[config.mk]
export PLATFORM = sky130hd
export DESIGN_NAME = car_alarm_chime_controller
export DESIGN_NICKNAME = d
export VERILOG_FILES = /design/src/rtl/car_alarm_chime_controller.sv
export SDC_FILE = /design/constraint.sdc
export NUM_CORES = 1
export LEC_CHECK = 0
export CAP_MARGIN = 20
export CORE_MARGIN = 3
export CORE_UTILIZATION = 40
export CTS_BUF_LIST = sky130_fd_sc_hd__clkbuf_8
export DETAILED_ROUTE_END_ITERATION = 6
export RECOVER_POWER = 100
export SLEW_MARGIN = 10
export SYNTH_ARGS = -nofsm -noshare
export SYNTH_HDL_FRONTEND = slang
export SYNTH_SLANG_ARGS = --single-unit
[constraint.sdc]
create_clock -name clk -period 3.15 [get_ports clk]
set_input_delay 0.315 -clock clk [delete_from_list [all_inputs] [get_ports clk]]
set_output_delay 0.315 -clock clk [all_outputs]
set_load 0.02 [all_outputs]
[src/rtl/car_alarm_chime_controller.sv]
// car_alarm_chime_controller: qualifies CarAlarmSignal and drives timed buzzer beeps with ack and beep limit.
// Defining CHIME_CONTINUOUS_EN removes the MAX_BEEPS limit so chiming runs until ack or deassert.
module car_alarm_chime_controller #(
  parameter int QUAL_CYCLES = 4,
  parameter int ON_CYCLES   = 3,
  parameter int OFF_CYCLES  = 2,
  parameter int MAX_BEEPS   = 5
) (
  input  logic       clk,
  input  logic       reset_L,
  input  logic       CarAlarmSignal,
  input  logic       AckButton,
  output logic       ChimeOut,
  output logic       AlarmActive,
  output logic [7:0] BeepCount
);
  typedef enum logic [2:0] {IDLE, QUALIFY, BEEP_ON, BEEP_OFF, HOLD} state_t;
  localparam logic [15:0] QUAL_LAST = 16'(QUAL_CYCLES - 1);
  localparam logic [15:0] ON_LOAD   = 16'(ON_CYCLES - 1);
  localparam logic [15:0] OFF_LOAD  = 16'(OFF_CYCLES - 1);
  localparam logic [7:0]  MAX_B     = 8'(MAX_BEEPS);
`ifdef CHIME_CONTINUOUS_EN
  localparam logic LIMIT_EN = 1'b0;
`else
  localparam logic LIMIT_EN = 1'b1;
`endif
  state_t state_q, state_d;
  logic [15:0] qual_q, qual_d, timer_q, timer_d;
  logic [7:0] count_q, count_d;
  logic chime_q, chime_d, active_q, active_d, enter_on;
  always_comb begin
    state_d  = state_q;
    qual_d   = qual_q;
    timer_d  = timer_q;
    count_d  = count_q;
    enter_on = 1'b0;
    case (state_q)
      IDLE: if (CarAlarmSignal) begin
        if (QUAL_CYCLES == 1) enter_on = 1'b1;
        else begin
          state_d = QUALIFY;
          qual_d  = 16'd1;
        end
      end
      QUALIFY: if (qual_q == QUAL_LAST) enter_on = 1'b1; else qual_d = qual_q + 16'd1;
      BEEP_ON: begin
        if (AckButton) state_d = HOLD;
        else if (timer_q == 16'd0) begin
          state_d = (LIMIT_EN && count_q == MAX_B) ? HOLD : BEEP_OFF;
          timer_d = OFF_LOAD;
        end else timer_d = timer_q - 16'd1;
      end
      BEEP_OFF: begin
        if (AckButton) state_d = HOLD;
        else if (timer_q == 16'd0) enter_on = 1'b1;
        else timer_d = timer_q - 16'd1;
      end
      HOLD: state_d = HOLD;
      default: state_d = IDLE;
    endcase
    if (enter_on) begin
      state_d = BEEP_ON;
      qual_d  = 16'd0;
      timer_d = ON_LOAD;
      count_d = (count_q == 8'hff) ? count_q : count_q + 8'd1;
    end
    // deassert outranks ack and timer expiry in every qualified or qualifying state
    if (state_q != IDLE && !CarAlarmSignal) begin
      state_d = IDLE;
      qual_d  = 16'd0;
      timer_d = 16'd0;
      count_d = 8'd0;
    end
    chime_d  = state_d == BEEP_ON;
    active_d = state_d inside {BEEP_ON, BEEP_OFF, HOLD};
  end
  always_ff @(posedge clk) begin
    if (!reset_L) begin
      state_q  <= IDLE;
      qual_q   <= 16'd0;
      timer_q  <= 16'd0;
      count_q  <= 8'd0;
      chime_q  <= 1'b0;
      active_q <= 1'b0;
    end else begin
      state_q  <= state_d;
      qual_q   <= qual_d;
      timer_q  <= timer_d;
      count_q  <= count_d;
      chime_q  <= chime_d;
      active_q <= active_d;
    end
  end
  assign ChimeOut    = chime_q;
  assign AlarmActive = active_q;
  assign BeepCount   = count_q;
endmodule

==> impl_results.md, run 1 <==
- CTS max path bufs: 2
- RSZ-0062 raised after global routing: false
- Mux share of post-synthesis cell area: 0
- Area grow syn2layout: 10.64%
- Cells taking the most area after synthesis: dfxtp_1, nor2_1, xnor2_1
- Initial antenna violation count: 0
- Yosys top cell area share: 0.3649
- Drt drc: 0
- WS Path Type: reg -> reg
- Worst reg-to-reg setup slack: roughly 0.7 ns
- First-pass GRT wire length: 9252 um
- Diodes inserted: 0
- Num ports: 14
- Final hold violations: 0
- Chip Height: 84.56 um
- Postcts setup bufs: 0
- Starting density of the core: 0.4298
- Fin crit share: 0.7818
- Number of flops mapped to enable cells by yosys: 0
- I/O Buffers: 13
- Syn_nets: 309
- # nets final: 320
- DRT Wirelength: 5303 um
- Largest family of logic cells by synthesized area: simple AND/OR/NAND/NOR gates
- Wirelength per Cell: 13.85 um
- Final ANT Viol Nets: 0
- PostCTS Resize Cnt: 0
- Post-detail-place hpwl: roughly 3700 um
- Synthesized cell area: 2469 sq um
- Maximum Capacitance Violations: 0
- Starting DRT DRC Count: 182
- HP Class: reg -> reg
- DR vias: between 2,000 and 2,500
- GRT Util Overall: 0.1549
- Post-synth top cells: dfxtp_1, nor2_1, nand2_1
- Worst-skew pair later-pin latency: 0.30 ns
- CP arrival: 2.68 ns
- Met1 Usage GRT: 0.2218
- CORE AREA: 5743 sq um
- H-tree levels: 2
- GRT met2 Usage: 0.2263
- Final GP Congestion: 0.8227
- Root buffer cell: clkbuf_8
- Synthesis warning total: 0
- Cell taking the most area after synthesis: dfxtp_1
- Number of cells on the worst hold path: 2
- Fmax: 406.1 MHz
- Clock skew: 0.01009 ns
- Synthesized area per cell: 8.229 sq um
- Clk sink count: 45
- Status: complete, no violations
- Synth Area in Compound Gates: 0.1521
- Slew @ Worst Pin: between 0.6 and 0.7 ns
- Placement Rows: 27
- Reg2Reg Depth: 7
- Slew Limit Fails: 0
- DR vias/cell: between 5 and 6
- Post-synthesis sequential area ratio: 0.3649
- Kind of end point of the critical path: flip-flop
- Worst vdd ir: 0.2288 mV
- Crit path launch type: flip-flop
- # setup viols final: 0
- Area after DPL: 2649 sq um
- Post-Synth Adder-Cell Area: 0.02534
- Slew HR: 0.5955
- Setup tns final: 0 ns
- Mapped Cells: 300
- Post-Synth Simple-Gate Area: 0.3203
- Largest net degree at the start of global routing: 19
- Chip Width: 84.56 um
- Layout Cell Area excl Fill: about 2700 sq um
- Synth cell types: 42
- Vias in the first global route: 2,013
- FFs w/ async S/R, synth: 0
- Pleak: roughly 0.96 nW
- Crit Path Max Fanout: 14
- PwrDens: 371.0 nW/um^2
- Critical Path RT: 3.36 ns
- CTS clk-pin slew, worst paths: around 0.080 ns
- Ys flop type: dfxtp_1
- Met3 GRT Util: 0.03238
- TritonCTS buffer count: 5
- # hold bufs at CTS: 0
- GRT overflow: 0
- GR peak layer: met2
- TritonCTS clock tree: built
- DRT Pass-1 Iters: 4
- Synth Register Bits: 45
- Die Area: around 7200 sq um
- Synth Area in XOR/XNOR: 0.09225
- Fin crit period: 2.463 ns
- Layout cell share with drive strength beyond 1: 0.06752
-- registers in the layout, indices dropped and copies added (netlist names) --
register	flops
BeepCount	8
timer_q	16
qual_q	16
state_q	3
ChimeOut	1
AlarmActive	1
-- metal layers --
layer,part of all wire,routed length [um],vias up
li1,-,-,1112
met3,0.051,269,8
met4,0.015,81,0
met1,0.51,2731,981
met5,0,0,-
met2,0.42,2220,55
-- metrics by stage --
stage	power [mW]	hold WS, ns	setup slack, ns	cells	utilization
6_report	1.013	0.5121	0.6874	383	0.4756
5_1_grt	1.059	0.5464	0.3845	383	0.4756
3_5_place_dp	0.6697	0.4976	0.6666	376	0.4612
3_3_place_gp	0.6697	0.4983	0.6925	376	0.4612
4_1_cts	1.034	0.5106	0.6556	383	0.4763
2_1_floorplan	0.6448	0.4667	1.249	300	-
-- layout by cell type, fill, tap and decap left out, drive strengths merged, types with 6 or more instances in the layout --
cell,count
nor4,7
nor3,14
nand3,13
inv,8
dfxtp,45
o21ai,11
nand4,11
a21oi,18
xor2,10
xnor2,16
a211oi,8
nor4b,6
nor2,45
clkbuf,7
dlygate4sd3,10
nand2,24
-- power by group --
group / switching, mW / total (mW) / internal, mW
Combinational: 0.0489 / 0.0754 / 0.0265
Clock: 0.186 / 0.357 / 0.171
Sequential: 0.00832 / 0.581 / 0.573
-- critical path, cell delays in order, from the launching register on --
cell and delay [ns]:
dfxtp_1 0.38, inv_1 0.08, ha_1 0.18, nor4b_1 0.14
and4_1 0.33, a32oi_2 0.51, nand3_1 0.50, a21oi_1 0.25
-- path summary, 6_finish.rpt --
check,from,endpoint
max,timer_q[1],qual_q[7]
min reg2reg,qual_q[7],qual_q[7]
max reg2reg,timer_q[1],qual_q[7]
min,qual_q[7],qual_q[7]
-- cell families (layout without fill, tap and decap cells) --
group,after synthesis,in the layout
compound gates,58,58
xor+xnor,26,26
fa+ha+maj,5,5
buf+inv,22,33
flops,45,45
simple gates,144,144
-- final cells by class --
| type | instances | area (sq um) |
|---|---|---|
| Clock buffer | 6 | 82.58 |
| Clock inverter | 1 | 3.754 |
| Fill cell | 577 | 3012 |
| Inverter | 7 | 26.28 |
| Multi-Input combinational cell | 233 | 1456 |
| Sequential cell | 45 | 900.9 |
| Tap cell | 72 | 90.09 |
| Timing Repair Buffer | 19 | 171.4 |
No activity file was read; power rests on OpenSTA's default activity.
==> inputs of run 2 (changes only) <==
Clock period 3.15 ns to 2.05 ns, I/O delays scaled along.
==> run 2 against run 1 <==
Sequential share of layout area down 3.3 points. Clock power up 56%. Die area stayed put. First-iteration DRC count down 28%. Combinational power grew 110%. Critical path type unchanged. Critical endpoint is now BeepCount[2].
==> impl_results.md, run 2 (same netlist as run 1, synthesis figures left out) <==
- Area grow syn2layout: 23.11%
- DRT Pass-1 Iters: 4
- Crit Reg-Reg Startpoint: timer_q[0]
- RSZ-0062 raised after global routing: true
- Layout Utilization: 0.5292
- Postcts setup bufs: 0
- Starting DRT DRC Count: 131
- Crit path launch type: flip-flop
- Chip Height: 84.56 um
- CTS max path bufs: 2
- Starting density of the core: 0.4298
- Cell total after placement: 405
- Pleak: about 1.1 nW
- Vias in the first global route: 2,036
- I/O Buffers: 13
- Placement Rows: 27
- First-pass GRT wire length: about 9800 um
- Commonest non-fill, non-tap cells in the layout: dfxtp_1, nor2_1, buf_4, nand2_1, a21oi_1
- Largest net degree at the start of global routing: 21
- DR vias/cell: between 5 and 6
- H-tree levels: 2
- Hold Slack: 0.5124 ns
- R2r endpoint: BeepCount[2]
- CTS clk-pin slew, worst paths: 0.08 ns
- Num ports: 14
- Maximum Capacitance Violations: 0
- Post-detail-place hpwl: 4291 um
- Crit Path Max Fanout: 6
- TritonCTS buffer count: 5
- Clock skew: just under 0.008 ns
- HP Class: reg -> reg
- TritonCTS clock tree: built
- CP dominant cell by count: buf_4
- Wirelength per Cell: around 15 um
- Die Area: 7150 sq um
- Clk sink count: 45
- CORE AREA: 5743 sq um
- Fin crit period: 1.948 ns
- Final std cells w/o fill: roughly 410
- Root buffer cell: clkbuf_8
- Final hold violations: 0
- CP arrival: 2.15 ns
- Fmax: 513.2 MHz
- Slew @ Worst Pin: between 0.4 and 0.5 ns
- GRT overflow: 0
- Worst reg-to-reg setup slack: 0.10 ns
- PostCTS Resize Cnt: 0
- DR vias: 2,336
- CP Cell Sequence: inv_1 > ha_1 > nor4b_1 > nand4_1 > buf_4 > o22ai_1 > buf_4 > a21oi_1 > a211oi_1
- Drt drc: 0
- Worst-skew pair later-pin latency: about 0.30 ns
- Chip Width: 84.56 um
- # hold bufs at CTS: 0
- Slew Limit Fails: 0
- Kind of end point of the critical path: flip-flop
- Initial antenna violation count: 0
- # nets final: 350
- WS Path Type: reg -> reg
- DRT Wirelength: 6040 um
- Worst Setup EP: BeepCount[2]
- Slew HR: 0.6600
- Layout cell share with drive strength beyond 1: 0.1701
- GRT Util Overall: 0.1663
- Status: complete, no violations
- Crit path from: timer_q[0]
- Reg2Reg Depth: 9
- # setup viols final: 0
- Final GP Congestion: 0.8494
- Max incr delay on CP: between 0.3 and 0.4 ns
- Diodes inserted: 0
- Critical Path RT: 2.25 ns
- Final ANT Viol Nets: 0
- PwrDens: 526.6 nW/um^2
- Worst vdd ir: about 0.34 mV
- Slowest-stage cell, CP: nor4b_1
- Fin crit share: 0.9505
## run 2: worst max-delay path: cells and delay by family, from the launching register on
family                     cells  cell delay, ns
buffers and inverters          3            0.43
AOI/OAI and AO/OA              3            0.43
and+or+nand+nor                2            0.52
DFF                            1            0.31
adders and majority gates      1            0.16
## run 2: final cells by class
cell class / instances / area (sq um)
multi-input cells: 234 / 1518
clock inverters: 1 / 3.754
fillers: 560 / 2704
repair buffers: 48 / 417.9
inverters: 7 / 26.28
well taps: 72 / 90.09
flip-flops and latches: 45 / 900.9
clock buffers: 6 / 82.58
## run 2: power by group
group / leakage [nW] / internal, mW / switching [mW]
logic: 0.711 / 0.0632 / 0.0924
clock network: 0.0485 / 0.263 / 0.293
registers: 0.363 / 0.880 / 0.00895
## run 2: how the worst min path moves through the flow
| stage | start | slack, ns | cells past startpoint | to |
|---|---|---|---|---|
| 2_1_floorplan | reset_L | 0.36 | 2 | state_q[2] |
| 3_3_place_gp | qual_q[15] | 0.51 | 2 | qual_q[15] |
| 3_5_place_dp | qual_q[15] | 0.51 | 2 | qual_q[15] |
| 4_1_cts | BeepCount[1] | 0.52 | 2 | BeepCount[1] |
| 5_1_grt | reset_L | 0.56 | 3 | state_q[2] |
| 6_report | BeepCount[1] | 0.51 | 2 | BeepCount[1] |
## run 2: metal layers
| metal | global-route usage | share of wire | vias up |
|---|---|---|---|
| met4 | 0.05180 | 0.0096 | 0 |
| met5 | 0 | 0 | - |
| met2 | 0.2505 | 0.43 | 48 |
| li1 | - | - | 1184 |
| met3 | 0.02944 | 0.035 | 5 |
| met1 | 0.2405 | 0.52 | 1099 |
## run 2: stage by stage
step | total power [mW] | worst slack, ns | instance area (sq um) | TNS [ns]
after floorplan | 0.9909 | 0.1489 | 2469 | 0
after global placement | 1.052 | -0.04749 | 2892 | -0.07871
after detailed placement | 1.053 | -0.07985 | 2892 | -0.2239
after CTS | 1.609 | 0.0006486 | 2978 | 0
after global routing | 1.661 | -0.01773 | 3039 | -0.02984
final | 1.601 | 0.1015 | 3039 | 0
